[config.mk]
export PLATFORM = sky130hd
export DESIGN_NAME = timer_alarm
export DESIGN_NICKNAME = d
export VERILOG_FILES = /design/src/rtl/timer_alarm_pkg.sv /design/src/rtl/timer_alarm.sv
export SDC_FILE = /design/constraint.sdc
export NUM_CORES = 1
export LEC_CHECK = 0
export ABC_AREA = 1
export BUFFER_PORTS_ARGS = -buffer_cell sky130_fd_sc_hd__buf_2
export CAP_MARGIN = 20
export CORE_MARGIN = 10
export CORE_UTILIZATION = 51
export CTS_CLUSTER_DIAMETER = 30
export CTS_CLUSTER_SIZE = 14
export DETAILED_ROUTE_END_ITERATION = 6
export PLACE_DENSITY = 0.87
export SETUP_SLACK_MARGIN = 0.02
export SLEW_MARGIN = 10
export SYNTH_ARGS = -nofsm -noshare
export SYNTH_HDL_FRONTEND = slang
export SYNTH_SLANG_ARGS = --single-unit
[constraint.sdc]
create_clock -name clk -period 5.1 [get_ports clk]
set_clock_uncertainty 0.2 [all_clocks]
set_input_delay 0.51 -clock clk [delete_from_list [all_inputs] [get_ports clk]]
set_output_delay 0.51 -clock clk [all_outputs]
set_load 0.02 [all_outputs]
[src/rtl/timer_alarm_pkg.sv]
// Shared types for the timer alarm stage: FSM state encoding.
package timer_alarm_pkg;

    typedef enum logic [1:0] {
        ST_DISARMED = 2'd0,
        ST_WATCH    = 2'd1,
        ST_RELOAD   = 2'd2
    } alarm_state_t;

endpackage

[src/rtl/timer_alarm.sv]
// Event stage behind the timer core: sticky match/expiry flags, maskable irq,
// saturating expiry count and optional periodic re-start of the core.
//
// state       | meaning
// ------------+--------------------------------------------------------------
// ST_DISARMED | idle; timer activity ignored until arm
// ST_WATCH    | watching for compare match and falling edge of running
// ST_RELOAD   | start re-issued after expiry; waiting for running to return
module timer_alarm
    import timer_alarm_pkg::*;
#(
    parameter int CNT_WIDTH = 16
) (
    input  logic                 clk,
    input  logic                 reset_n,
    input  logic [31:0]          curr_timer,
    input  logic                 running,
    input  logic                 stop,
    input  logic                 arm,
    input  logic                 disarm,
    input  logic [31:0]          compare_value,
    input  logic                 compare_en,
    input  logic                 match_irq_en,
    input  logic                 expire_irq_en,
    input  logic                 auto_restart,
    input  logic [CNT_WIDTH-1:0] restart_limit,
    input  logic                 irq_ack,
    output logic                 timer_start,
    output logic                 match_status,
    output logic                 expire_status,
    output logic [CNT_WIDTH-1:0] expire_count,
    output logic                 irq
);

    alarm_state_t         state, state_nxt;
    logic                 running_d;
    logic                 match_fired, match_fired_nxt;
    logic                 start_nxt;
    logic                 match_set;
    logic                 expire_set;
    logic [CNT_WIDTH-1:0] count_nxt;
    logic [CNT_WIDTH:0]   count_plus;
    logic                 expiry;
    logic                 match_hit;
    logic                 restart_ok;

    // One bit wider than the counter so the limit compare never wraps.
    assign count_plus = {1'b0, expire_count} + {{CNT_WIDTH{1'b0}}, 1'b1};
    assign restart_ok = auto_restart &&
                        ((restart_limit == '0) || (count_plus < {1'b0, restart_limit}));
    assign expiry     = running_d && !running;
    assign match_hit  = compare_en && running && (curr_timer == compare_value) && !match_fired;

    always_ff @(posedge clk) begin
        if (!reset_n) begin
            state         <= ST_DISARMED;
            running_d     <= 1'b0;
            match_fired   <= 1'b0;
            timer_start   <= 1'b0;
            match_status  <= 1'b0;
            expire_status <= 1'b0;
            expire_count  <= '0;
        end else begin
            state         <= state_nxt;
            running_d     <= running;
            match_fired   <= match_fired_nxt;
            timer_start   <= start_nxt;
            match_status  <= match_set  || (match_status  && !irq_ack);
            expire_status <= expire_set || (expire_status && !irq_ack);
            expire_count  <= count_nxt;
        end
    end

    always_comb begin
        state_nxt       = state;
        match_fired_nxt = match_fired;
        start_nxt       = 1'b0;
        match_set       = 1'b0;
        expire_set      = 1'b0;
        count_nxt       = expire_count;

        if (disarm || stop) begin
            state_nxt = ST_DISARMED;
        end else begin
            case (state)
                ST_DISARMED: begin
                    if (arm) begin
                        state_nxt       = ST_WATCH;
                        count_nxt       = '0;
                        match_fired_nxt = 1'b0;
                    end
                end
                ST_WATCH: begin
                    if (match_hit) begin
                        match_set       = 1'b1;
                        match_fired_nxt = 1'b1;
                    end
                    if (expiry) begin
                        expire_set = 1'b1;
                        if (!(&expire_count)) begin
                            count_nxt = count_plus[CNT_WIDTH-1:0];
                        end
                        if (restart_ok) begin
                            start_nxt = 1'b1;
                            state_nxt = ST_RELOAD;
                        end else begin
                            state_nxt = ST_DISARMED;
                        end
                    end
                end
                ST_RELOAD: begin
                    // Single start pulse already issued; a core that never restarts leaves us here until disarm/stop.
                    if (running) begin
                        state_nxt       = ST_WATCH;
                        match_fired_nxt = 1'b0;
                    end
                end
                default: begin
                    state_nxt = ST_DISARMED;
                end
            endcase
        end
    end

    assign irq = (match_status && match_irq_en) || (expire_status && expire_irq_en);

endmodule

Yosys cells after proc, flatten, opt, wreduce, memory -nomap -nowiden
Index checks and enable logic that the tools add are counted. W data, S select, Z words.

Register bits after elaboration: 23. Input port bits: 91.

Add/sub/neg operators: 1. $lt $le $gt $ge: 1. Eq/ne operators: 8. Multiplexer cells: 20. Bitwise logic cells: 4. Reduce and logical (&&, ||, !) cells: 27.

Operator list (count): $mux W16 (3); $eq A32 B32 Y1 (1); $pmux W16 S2 (1); $add A16 B1 Y17 const B (1); $lt A17 B16 Y1 (1); $logic_not A16 Y1 (1); $reduce_and A16 Y1 (1); $mux W1 (10); $ne A2 B2 Y1 const B (5); $reduce_and A5 Y1 (2); $logic_and A1 B1 Y1 (9); $mux W2 (4); $pmux W2 S3 (1); $logic_or A1 B1 Y1 (5); $not A1 Y1 (4); $reduce_or A4 Y1 (1); $logic_not A1 Y1 (3); $pmux W1 S3 (1); $reduce_and A3 Y1 (1); $reduce_bool A3 Y1 (1); $eq A2 B1 Y1 const B (1); $eq A2 B2 Y1 const B (1); $logic_not A2 Y1 (1); $reduce_bool A2 Y1 (1); $reduce_or A2 Y1 (1).

Logic depth before layout (Yosys ltp)
Gate-level depths: netlist of the first run.

Depth in word-level cells: 7. Gate-level depth with buffers: 17. Gate-level depth less buffers: 17.

Least setup slack after synthesis of the first run
OpenSTA, ideal clock, no wires.

Path kind: reg-to-reg. Start point: register expire_count[0]. End point: register state[1]. Setup time: 0.114 ns. Data arrival time: 2.179 ns. Data required time: 4.786 ns. Path slack: 2.607 ns. Stages on the path, launching flop included: 17. Path buffers: 0. Clock period less this slack: 2.493 ns. Path through: dfxtp_1 > ha_1 > nand3_2 > nor2_2 > nand4_1 > xor2_1 > inv_1 > ha_1 > nand2_1 > o21ai_0 > nand2_1 > nand2_1 > nor2_1 > nand2_1 > nand2_1 > nand2_1 > nand2_1.

Cells in the longest elaborated chain, start to end: 7.

RTL lines: start, declared (line timer_alarm.sv:31) `output logic [CNT_WIDTH-1:0] expire_count,`; start signal, assigned (line timer_alarm.sv:70) `expire_count <= count_nxt;`; $add A16 B1 Y17 (line timer_alarm.sv:48) `assign count_plus = {1'b0, expire_count} + {{CNT_WIDTH{1'b0}}, 1'b1};`; $lt A17 B16 Y1 (line timer_alarm.sv:50) `((restart_limit == '0) || (count_plus < {1'b0, restart_limit}));`; $logic_or A1 B1 Y1 (line timer_alarm.sv:50); $logic_and A1 B1 Y1 (line timer_alarm.sv:49) `assign restart_ok = auto_restart &&`; $mux W2 (line timer_alarm.sv:103) `if (restart_ok) begin`; $mux W2 (line timer_alarm.sv:98) `if (expiry) begin`; $pmux W2 S3 (line timer_alarm.sv:85) `case (state)`; end signal, assigned (line timer_alarm.sv:64) `state <= state_nxt;`; end, declared (line timer_alarm.sv:35) `alarm_state_t state, state_nxt;`.

No other way between the ends. The select of a mux whose other input is x is not followed. A chain may end at the register's enable or synchronous reset.

Worst setup path after layout of the first run
Ends and elaborated chain as after synthesis.

==> metrics, run 1 <==
status complete, no violations; WP data required a little over 5 ns; first-pass GRT wire length around 12 mm; total setup buffers inserted after CTS 0; cells on worst reg2reg path 16; Tot Pwr ~0.42 mW; register area share after synthesis 0.195; post-synth top area cell nand2_1; Finish-stage setup viols 0; post-synth top area share 0.208; clock root buffer clkbuf_8; Crit Path Class flip-flop to flip-flop; Critical Path AT between 2 and 3 ns; Top Metal Used met4; CTS tree yes; vias per std cell a little under 5; Max Root-Sink Buffers 2; most frequent cells in the layout nand2_1 (131), buf_2 (110), inv_1 (83), nor2_1 (42), dfxtp_1 (23); area grow syn2layout 26.9%; crit start category flip-flop; placed cell area 2950 um2; ranking of synthesized cells by area nand2_1 (21%), dfxtp_1 (20%), inv_1 (13%); WL met2 ~3.5 mm; Final #Nets between 600 and 700; GRT Total Usage 0.175; Port Buffers 110; Final min period roughly 2.7 ns; CP Capture Type flip-flop; Min-Delay Path Depth 3; hold wc startpoint running; CTS sink count 23; residual DRC count 0; Die Ht about 90 um; Worst Path Max Fanout 6; vias in the first global route between 2000 and 3000; Post-Syn Area per Cell approximately 5.8 um2; drt pass-1 iters 4; Power per Cell Area approximately 140 nW/um2; Floorplan Core Area roughly 4400 um2; worst setup margin between 2 and 2.5 ns; wl on met1 about 2.7 mm; total number of vias ~2800; Total Wirelength between 6 and 7 mm; CP most frequent cell nand2_1; FF-to-FF Start expire_count[0]; sw frac 0.301; Die ar. just under 8000 um2; fillcell total between 300 and 400; dpl ws 2.47 ns; switching power between 0.1 and 0.15 mW; syn nets 513; gr ovfl total 0; CTS clk-pin slew, worst paths 0.09 ns; boundary pin count 111; Post-Route Setup TNS 0 ns; Worst-Skew Late Latency about 0.27 ns; # diodes 0; worst vdd ir 0.0841 mV; Post-Syn Instances 406; die width 88.0 um; RSZ-0062 raised after global routing false; Yosys cell types 32; hold_buf cts 0; Max stage delay on crit path ~0.46 ns; YS warnings 0; metal3 WL 643 um; crit-path cells ha_1 > nand3_2 > nor2_2 > nand4_1 > xor2_1 > inv_1 > ha_1 > nand2_1 > o21ai_0 > nand2_1 > nand2_1 > nor2_1 > nand2_1 > nand2_1 > nand2_1 > nand2_1; antenna-violating nets left 0; antenna violations before repair 0; Post-Syn Area approximately 2400 um2; Hold WC Path Type input pin to flip-flop; Leakage 1.84 nW; CTS buffer count 3; Site Rows 24; Crit-path slowest cell dfxtp_1; footprint of the multi-input gates 1540 um2; power share of the combinational group 0.276; Clock Power Share 0.282; Worst-Margin Slew roughly 0.56 ns; Final Max Tran Viols 0; post-route cell area between 2000 and 3000 um2; endpoints failing hold 0; worst reg-to-reg setup slack about 2.4 ns; commonest non-fill, non-tap cell in the layout nand2_1; DP Wirelength between 6 and 7 mm; layout cell share with drive strength beyond 1 0.263; largest net degree at the start of global routing 22; DR WL/cell about 12 um; Slew headroom 0.625; register bit total from synthesis 23; CTS resizes 0; DRC violation total after the first TritonRoute iteration about 190; H-tree Lvls 1; Starting Density 0.534; reg-to-reg endpoint state[1]; Worst Hold Endpoint running_d; Max Cap Violations 0; P_int between 0.2 and 0.3 mW; f_max about 0.38 GHz; gpl congestion about 0.87; register area approximately 460 um2; Tcrit/Tclk final 0.520; Sequential Power Share 0.442
-- cell families after synthesis --
kind of cell,synth area share
AND/OR/NAND/NOR,0.401
adder cells (fa/ha/maj),0.0849
buffers and inverters,0.152
XOR/XNOR,0.0854
AO/OA/AOI/OAI,0.0817
flip-flops,0.195
-- sequential cells by signal, summed over array words and instances, names as in the netlist --
register	flops
expire_count	16
state	2
expire_status	1
match_fired	1
match_status	1
running_d	1
timer_start	1
-- how the worst max path moves through the flow --
stage | startpoint | end | slack (ns) | cells past startpoint
6_report | expire_count[0] | state[1] | 2.45 | 16
2_1_floorplan | expire_count[0] | state[1] | 2.61 | 16
5_1_grt | expire_count[0] | state[1] | 2.12 | 14
3_5_place_dp | expire_count[0] | state[1] | 2.47 | 14
3_3_place_gp | expire_count[0] | state[1] | 2.63 | 16
4_1_cts | expire_count[0] | state[1] | 2.44 | 16
-- worst max-delay path: cells and delay by family (launching register included) --
kind	cells	cell delay, ns
adders and majority gates	2	0.53
buffers and inverters	1	0.07
AOI/OAI and AO/OA	1	0.17
DFF	1	0.46
and+or+nand+nor	11	0.97
xor gates and xnor gates	1	0.16
-- cells in the mapped netlist --
| library cell | count |
|---|---|
| and3_1 | 1 |
| nor3_2 | 2 |
| nor2_2 | 4 |
| nor3_1 | 2 |
| nor3b_1 | 1 |
| a21boi_0 | 1 |
| nand4_1 | 9 |
| nor4_1 | 4 |
| a21o_1 | 2 |
| o21a_1 | 1 |
| buf_6 | 2 |
| nand2_2 | 3 |
| nand2_1 | 131 |
| xnor2_1 | 12 |
| xor2_1 | 11 |
| clkinv_1 | 1 |
| inv_2 | 3 |
| nor3_4 | 1 |
| clkinv_2 | 1 |
| a22o_1 | 1 |
| a21oi_1 | 16 |
| o22ai_1 | 1 |
| inv_1 | 83 |
| a21oi_2 | 2 |
| dfxtp_1 | 23 |
| nand3_1 | 12 |
| or2_2 | 5 |
| o21ai_0 | 10 |
| nand3_2 | 2 |
| ha_1 | 16 |
| nor2_1 | 42 |
| clkbuf_1 | 1 |
-- per-stage QoR --
stage	hold WS, ns	cells	util
finish	0.246	569	0.678
global route	0.268	569	0.678
CTS	0.250	569	0.678
detailed placement	0.242	565	0.668
global placement	0.236	565	0.668
floorplan	0.226	406	-
-- power by group through the flow --
stage / Clock, mW / Sequential (mW) / Combinational (mW)
2_1_floorplan: 0 / 0.192 / 0.0620
3_3_place_gp: 0 / 0.190 / 0.112
3_5_place_dp: 0 / 0.190 / 0.117
4_1_cts: 0.117 / 0.186 / 0.117
5_1_grt: 0.121 / 0.186 / 0.134
6_report: 0.118 / 0.186 / 0.116
-- routing by layer --
metal	up-vias	track usage
li1	1463	-
met1	1203	0.185
met2	102	0.333
met3	13	0.0446
met4	0	0.0435
met5	-	0
-- area by class of cell --
class | instances | area share
sequential | 23 | 0.154
tap | 52 | 0.0217
multi-input combinational | 292 | 0.515
inverter | 88 | 0.111
timing repair buffer | 110 | 0.184
clock buffer | 4 | 0.0151
No activity file was read; power rests on OpenSTA's default activity.
==> run 2, diff against run 1 <==
CORE_UTILIZATION = 48   (was 51)
PLACE_DENSITY = 0.82   (was 0.87)
clock period = 2.6 ns   (was 5.1 ns; I/O delays follow)
==> run 2 against run 1 <==
The run now ends with hold timing left. Sequential power rose by 95%. Worst setup slack worse by 2.3 ns. First-iteration DRC count shrank 21%. Combinational power is 100% higher. Cell count up 3.7%. Critical path depth unchanged.
==> metrics, run 2 (same netlist as run 1, synthesis figures left out) <==
Slew headroom 0.670 (was 0.625); fillcell total 449 (was 390); endpoints failing hold 1 (was 0); Largest Register expire_count (unchanged); WP data required 2.58 ns (was 5.07 ns); CTS sink count 23 (unchanged); failing checks hold timing; Worst-Margin Slew 0.494 ns (was 0.559 ns); status finished with violations (was complete, no violations); Final #Nets 631 (was 625); Die ar. 8120 um2 (was 7740 um2); commonest non-fill, non-tap cell in the layout nand2_1 (unchanged); Max stage delay on crit path 0.36 ns (was 0.46 ns); worst reg-to-reg setup slack 0.17 ns (was 2.45 ns); boundary pin count 111 (unchanged); layout cell share with drive strength beyond 1 0.296 (was 0.263); Largest register FFs 16 (unchanged); clock root buffer clkbuf_8 (unchanged); biggest regs expire_count: 16 flops, state: 2 flops (unchanged); CTS tree yes (unchanged); Leakage 1.87 nW (was 1.84 nW); DRC violation total after the first TritonRoute iteration 149 (was 188); delay-heaviest family, CP simple AND/OR/NAND/NOR gates (unchanged); Die Ht 90.1 um (was 88.0 um); DP Cell Count 584 (was 565); Hold WC Path Type input pin to flip-flop (unchanged); Crit Path Class flip-flop to flip-flop (unchanged); CTS buffer count 3 (unchanged); drt pass-1 iters 4 (unchanged); largest net degree at the start of global routing 22 (unchanged); Finish-stage setup viols 0 (unchanged); Worst-Skew Late Latency 0.27 ns (about the same); dpl ws 0.0889 ns (was 2.47 ns); vias per std cell 4.71 (was 4.89); gr ovfl total 0 (unchanged); CTS clk-pin slew, worst paths 0.09 ns (about the same); cells on worst reg2reg path 16 (unchanged); residual DRC count 0 (unchanged); Crit path depth 16 (unchanged); vias in the first global route 2777 (was 2791); GRT Total Usage 0.168 (was 0.175); Site Rows 25 (was 24); total number of vias 2777 (was 2781); Crit-path slowest cell dfxtp_2 (was dfxtp_1); Min-Delay Path Depth 3 (unchanged); footprint of the multi-input gates 1610 um2 (was 1540 um2); Tcrit/Tclk final 0.934 (was 0.520); DR WL/cell 12.2 um (about the same); f_max 0.412 GHz (was 0.377 GHz); area grow syn2layout 33.0% (was 26.9%); CP most frequent cell nand2_1 (unchanged); gpl congestion 1.00 (was 0.869); H-tree Lvls 1 (unchanged); worst setup margin 0.171 ns (was 2.45 ns); crit-path cells ha_4 > nand3_4 > nor2_4 > nand4_1 > xor2_1 > inv_1 > ha_4 > nand2_1 > o21ai_1 > nand2_1 > nand2_1 > nor2_1 > nand2_1 > nand2_1 > nand2_1 > nand2_1 (was ha_1 > nand3_2 > nor2_2 > nand4_1 > xor2_1 > inv_1 > ha_1 > nand2_1 > o21ai_0 > nand2_1 > nand2_1 > nor2_1 > nand2_1 > nand2_1 > nand2_1 > nand2_1); Port Buffers 110 (unchanged); CP Capture Type flip-flop (unchanged); most frequent cells in the layout nand2_1 (131), buf_2 (110), inv_1 (83), nor2_1 (40), dfxtp_1 (18) (was nand2_1 (131), buf_2 (110), inv_1 (83), nor2_1 (42), dfxtp_1 (23)); crit start category flip-flop (unchanged); register area 469 um2 (was 460 um2); Final min period 2.43 ns (was 2.65 ns); Starting Density 0.496 (was 0.534); hold_buf cts 0 (unchanged); Post-Route Setup TNS 0 ns (unchanged); die width 90.1 um (was 88.0 um); WHS -0.000932 ns (was 0.246 ns); Floorplan Core Area 4750 um2 (was 4410 um2); antenna-violating nets left 0 (unchanged); RSZ-0062 raised after global routing false (unchanged); Max Cap Violations 0 (unchanged); antenna violations before repair 0 (unchanged); Power per Cell Area 266 nW/um2 (was 140 nW/um2); # diodes 0 (unchanged); Final Max Tran Viols 0 (unchanged); Max Root-Sink Buffers 2 (unchanged); Worst Path Max Fanout 4 (was 6); DP Wirelength 6.12 mm (was 6.05 mm); Critical Path AT 2.40 ns (was 2.62 ns); worst vdd ir 0.185 mV (was 0.0841 mV); Worst Path Buf+Inv 1 (unchanged); first-pass GRT wire length 11.8 mm (was 11.5 mm); fin cells 590 (was 569); Total Wirelength 7.20 mm (was 6.92 mm)
==> run 2: path summary, 6_finish.rpt <==
kind	start	end
max	expire_count[0]	state[1]
min	running	running_d
max reg2reg	expire_count[0]	state[1]
min reg2reg	match_fired	match_fired
==> run 2: routing by layer <==
layer | vias to the layer above | global-route usage | share of wire
li1 | 1466 | - | -
met1 | 1222 | 0.192 | 0.42
met4 | 0 | 0.0451 | 0.0096
met3 | 5 | 0.0324 | 0.065
met5 | - | 0 | 0
met2 | 84 | 0.308 | 0.50
==> run 2: cell type report <==
class	instances	area share
tap	67	0.0267
multi-input combinational	292	0.514
clock buffer	4	0.0144
inverter	88	0.106
sequential	23	0.150
timing repair buffer	116	0.190
==> run 2: stage by stage <==
step	utilization	instance area, um2	power [mW]	hold slack, ns
finish	0.660	3140	0.833	-0.000932
global route	0.660	3140	0.889	0.0205
CTS	0.640	3040	0.835	0.000156
detailed placement	0.630	3000	0.606	0.243
global placement	0.630	3000	0.597	0.237
floorplan	-	2360	0.498	0.153
==> run 2: worst register-to-register path, cell delays in order (launching register included) <==
cell     delay, ns
dfxtp_2       0.36
ha_4          0.16
nand3_4       0.10
nor2_4        0.16
nand4_1       0.15
xor2_1        0.18
inv_1         0.10
ha_4          0.28
nand2_1       0.07
o21ai_1       0.15
nand2_1       0.08
nand2_1       0.06
nor2_1        0.04
nand2_1       0.06
nand2_1       0.05
nand2_1       0.07
nand2_1       0.05
==> run 2: timing repair <==
action,in CTS,in global routing
resized for setup,0,19
buffers inserted,0,2
endpoints found under the setup margin,0,2
endpoints found under the hold margin,0,0
==> run 2: report_power, final <==
part | total, mW | internal (mW) | switching, mW
Combinational | 0.236 | 0.112 | 0.125
Clock | 0.234 | 0.110 | 0.124
Sequential | 0.363 | 0.357 | 0.00591
==> run 3, diff against run 2 <==
GPL_TIMING_DRIVEN = 0   (was unset)
==> run 3 against run 2 <==
The run still ends with hold timing left. Sequential share of layout area decreased by 0.27 points. Flip-flop and latch count is the same. Die area unchanged. Clock-buffer cell count is the same.
==> metrics, run 3 (same netlist as run 1, synthesis figures left out) <==
status finished with violations (unchanged); failing checks hold timing (unchanged); residual DRC count 0 (unchanged); vias per std cell 4.72 (was 4.71); Worst Path Buf+Inv 1 (unchanged); antenna violations before repair 0 (unchanged); Finish-stage setup viols 0 (unchanged); gr ovfl total 0 (unchanged); Die Ht 90.1 um (unchanged); total number of vias 2817 (was 2777); RSZ-0062 raised after global routing true (was false); Critical Path AT 2.53 ns (was 2.40 ns); die width 90.1 um (unchanged); Site Rows 25 (unchanged); clock root buffer clkbuf_8 (unchanged); post-route cell area 3210 um2 (was 3140 um2); f_max 0.397 GHz (was 0.412 GHz); worst setup margin 0.0837 ns (was 0.171 ns); largest net degree at the start of global routing 13 (was 22); WP data required 2.62 ns (was 2.58 ns); Crit Path Class flip-flop to flip-flop (unchanged); Sequential Power Share 0.435 (was 0.436); Power per Cell Area 260 nW/um2 (was 266 nW/um2); Clock Power Share 0.278 (was 0.281); Worst Path Max Fanout 4 (unchanged); switching power 0.254 mW (was 0.255 mW); DR WL/cell 12.1 um (was 12.2 um); CP Capture Type flip-flop (unchanged); Tot Pwr 0.834 mW (was 0.833 mW); Final Max Tran Viols 0 (unchanged); antenna-violating nets left 0 (unchanged); placed cell area 2990 um2 (was 3000 um2); first-pass GRT wire length 11.5 mm (was 11.8 mm); dpl ws -0.107 ns (was 0.0889 ns); Largest register FFs 16 (unchanged); most frequent cells in the layout nand2_1 (130), buf_2 (110), inv_1 (81), nor2_1 (41), dfxtp_1 (18) (was nand2_1 (131), buf_2 (110), inv_1 (83), nor2_1 (40), dfxtp_1 (18)); Core Util, Final 0.675 (was 0.660); Hold WC Path Type input pin to flip-flop (unchanged); Starting Density 0.496 (unchanged); commonest non-fill, non-tap cell in the layout nand2_1 (unchanged); Floorplan Core Area 4750 um2 (unchanged); Final #Nets 638 (was 631); worst vdd ir 0.152 mV (was 0.185 mV); biggest regs expire_count: 16 flops, state: 2 flops (unchanged); Leakage 1.91 nW (was 1.87 nW); P_int 0.580 mW (was 0.578 mW); CTS sink count 23 (unchanged); drt pass-1 iters 4 (unchanged); CP most frequent cell nand2_1 (unchanged); Max stage delay on crit path 0.41 ns (was 0.36 ns); CTS tree yes (unchanged); crit-path cells inv_1 > nor3_1 > nand2_1 > nor2_1 > xor2_1 > ha_1 > and3_4 > nor3b_4 > nand2_1 > nand2_1 > nand2_1 > nand2_1 > nand2_1 (was ha_4 > nand3_4 > nor2_4 > nand4_1 > xor2_1 > inv_1 > ha_4 > nand2_1 > o21ai_1 > nand2_1 > nand2_1 > nor2_1 > nand2_1 > nand2_1 > nand2_1 > nand2_1); Slew headroom 0.657 (was 0.670); Final min period 2.52 ns (was 2.43 ns); Die ar. 8120 um2 (unchanged); DP Wirelength 6.01 mm (was 6.12 mm); vias in the first global route 2723 (was 2777); DP Cell Count 583 (was 584); fillcell total 462 (was 449); Tcrit/Tclk final 0.968 (was 0.934); layout cell share with drive strength beyond 1 0.309 (was 0.296); DRC violation total after the first TritonRoute iteration 186 (was 149); area grow syn2layout 36.1% (was 33.0%); sw frac 0.305 (was 0.306); CTS buffer count 3 (unchanged); GRT Total Usage 0.162 (was 0.168); power share of the combinational group 0.286 (was 0.283); Worst-Skew Late Latency 0.27 ns (about the same); gpl congestion 0.878 (was 1.00); Max Cap Violations 0 (unchanged); Post-Route Setup TNS 0 ns (unchanged); Total Wirelength 7.22 mm (was 7.20 mm); boundary pin count 111 (unchanged); H-tree Lvls 1 (unchanged); WHS -0.00272 ns (was -0.000932 ns); Port Buffers 110 (unchanged); crit start category flip-flop (unchanged); CTS clk-pin slew, worst paths 0.09 ns (about the same); # diodes 0 (unchanged); CP Launch Point expire_count[8] (was expire_count[0]); Crit-path slowest cell dfxtp_1 (was dfxtp_2); delay-heaviest family, CP simple AND/OR/NAND/NOR gates (unchanged); endpoints failing hold 1 (unchanged); fin cells 597 (was 590); Largest Register expire_count (unchanged); FF-to-FF Start expire_count[8] (was expire_count[0]); Max Root-Sink Buffers 2 (unchanged); Worst-Margin Slew 0.514 ns (was 0.494 ns); hold wc startpoint running (unchanged)
[run 3: layer usage]
metal  vias up  wire, um  track usage
li1       1484         -            -
met1      1230      2760        0.182
met2        94      3780        0.298
met3         9       576       0.0366
met4         0        97       0.0424
met5         -         0            0
[run 3: path summary, 6_finish.rpt]
check | endpoint | slack, ns | depth (start not counted)
min reg2reg | match_fired | 0.25 | 2
max | state[1] | 0.08 | 13
min | running_d | -0.003 | 3
max reg2reg | state[1] | 0.08 | 13
[run 3: area by class of cell]
type / count / area [um2] / share of cell area
timing repair buffer: 120 / 629 / 0.196
multi-input combinational: 292 / 1620 / 0.505
clock buffer: 4 / 45.0 / 0.0140
tap: 67 / 83.8 / 0.0261
sequential: 23 / 472 / 0.147
buffer: 3 / 26.3 / 0.00818
inverter: 88 / 332 / 0.103
[run 3: worst min-delay path, delay by kind of cell]
kind	cells	cell delay (ns)
buffers and inverters	2	0.14
and+or+nand+nor	1	0.05
[run 3: power groups by stage]
stage / combinational [mW] / clock [mW] / sequential, mW
floorplan: 0.122 / 0 / 0.377
global placement: 0.224 / 0 / 0.372
detailed placement: 0.233 / 0 / 0.372
CTS: 0.234 / 0.232 / 0.363
global route: 0.273 / 0.245 / 0.364
finish: 0.239 / 0.232 / 0.363
[run 3: what timing repair did]
item	in CTS	in global routing
pin swaps	1	7
buffers inserted	1	9
gates cloned	0	0
hold buffers	0	0
endpoints found under the setup margin	2	2
gates resized for setup	4	20
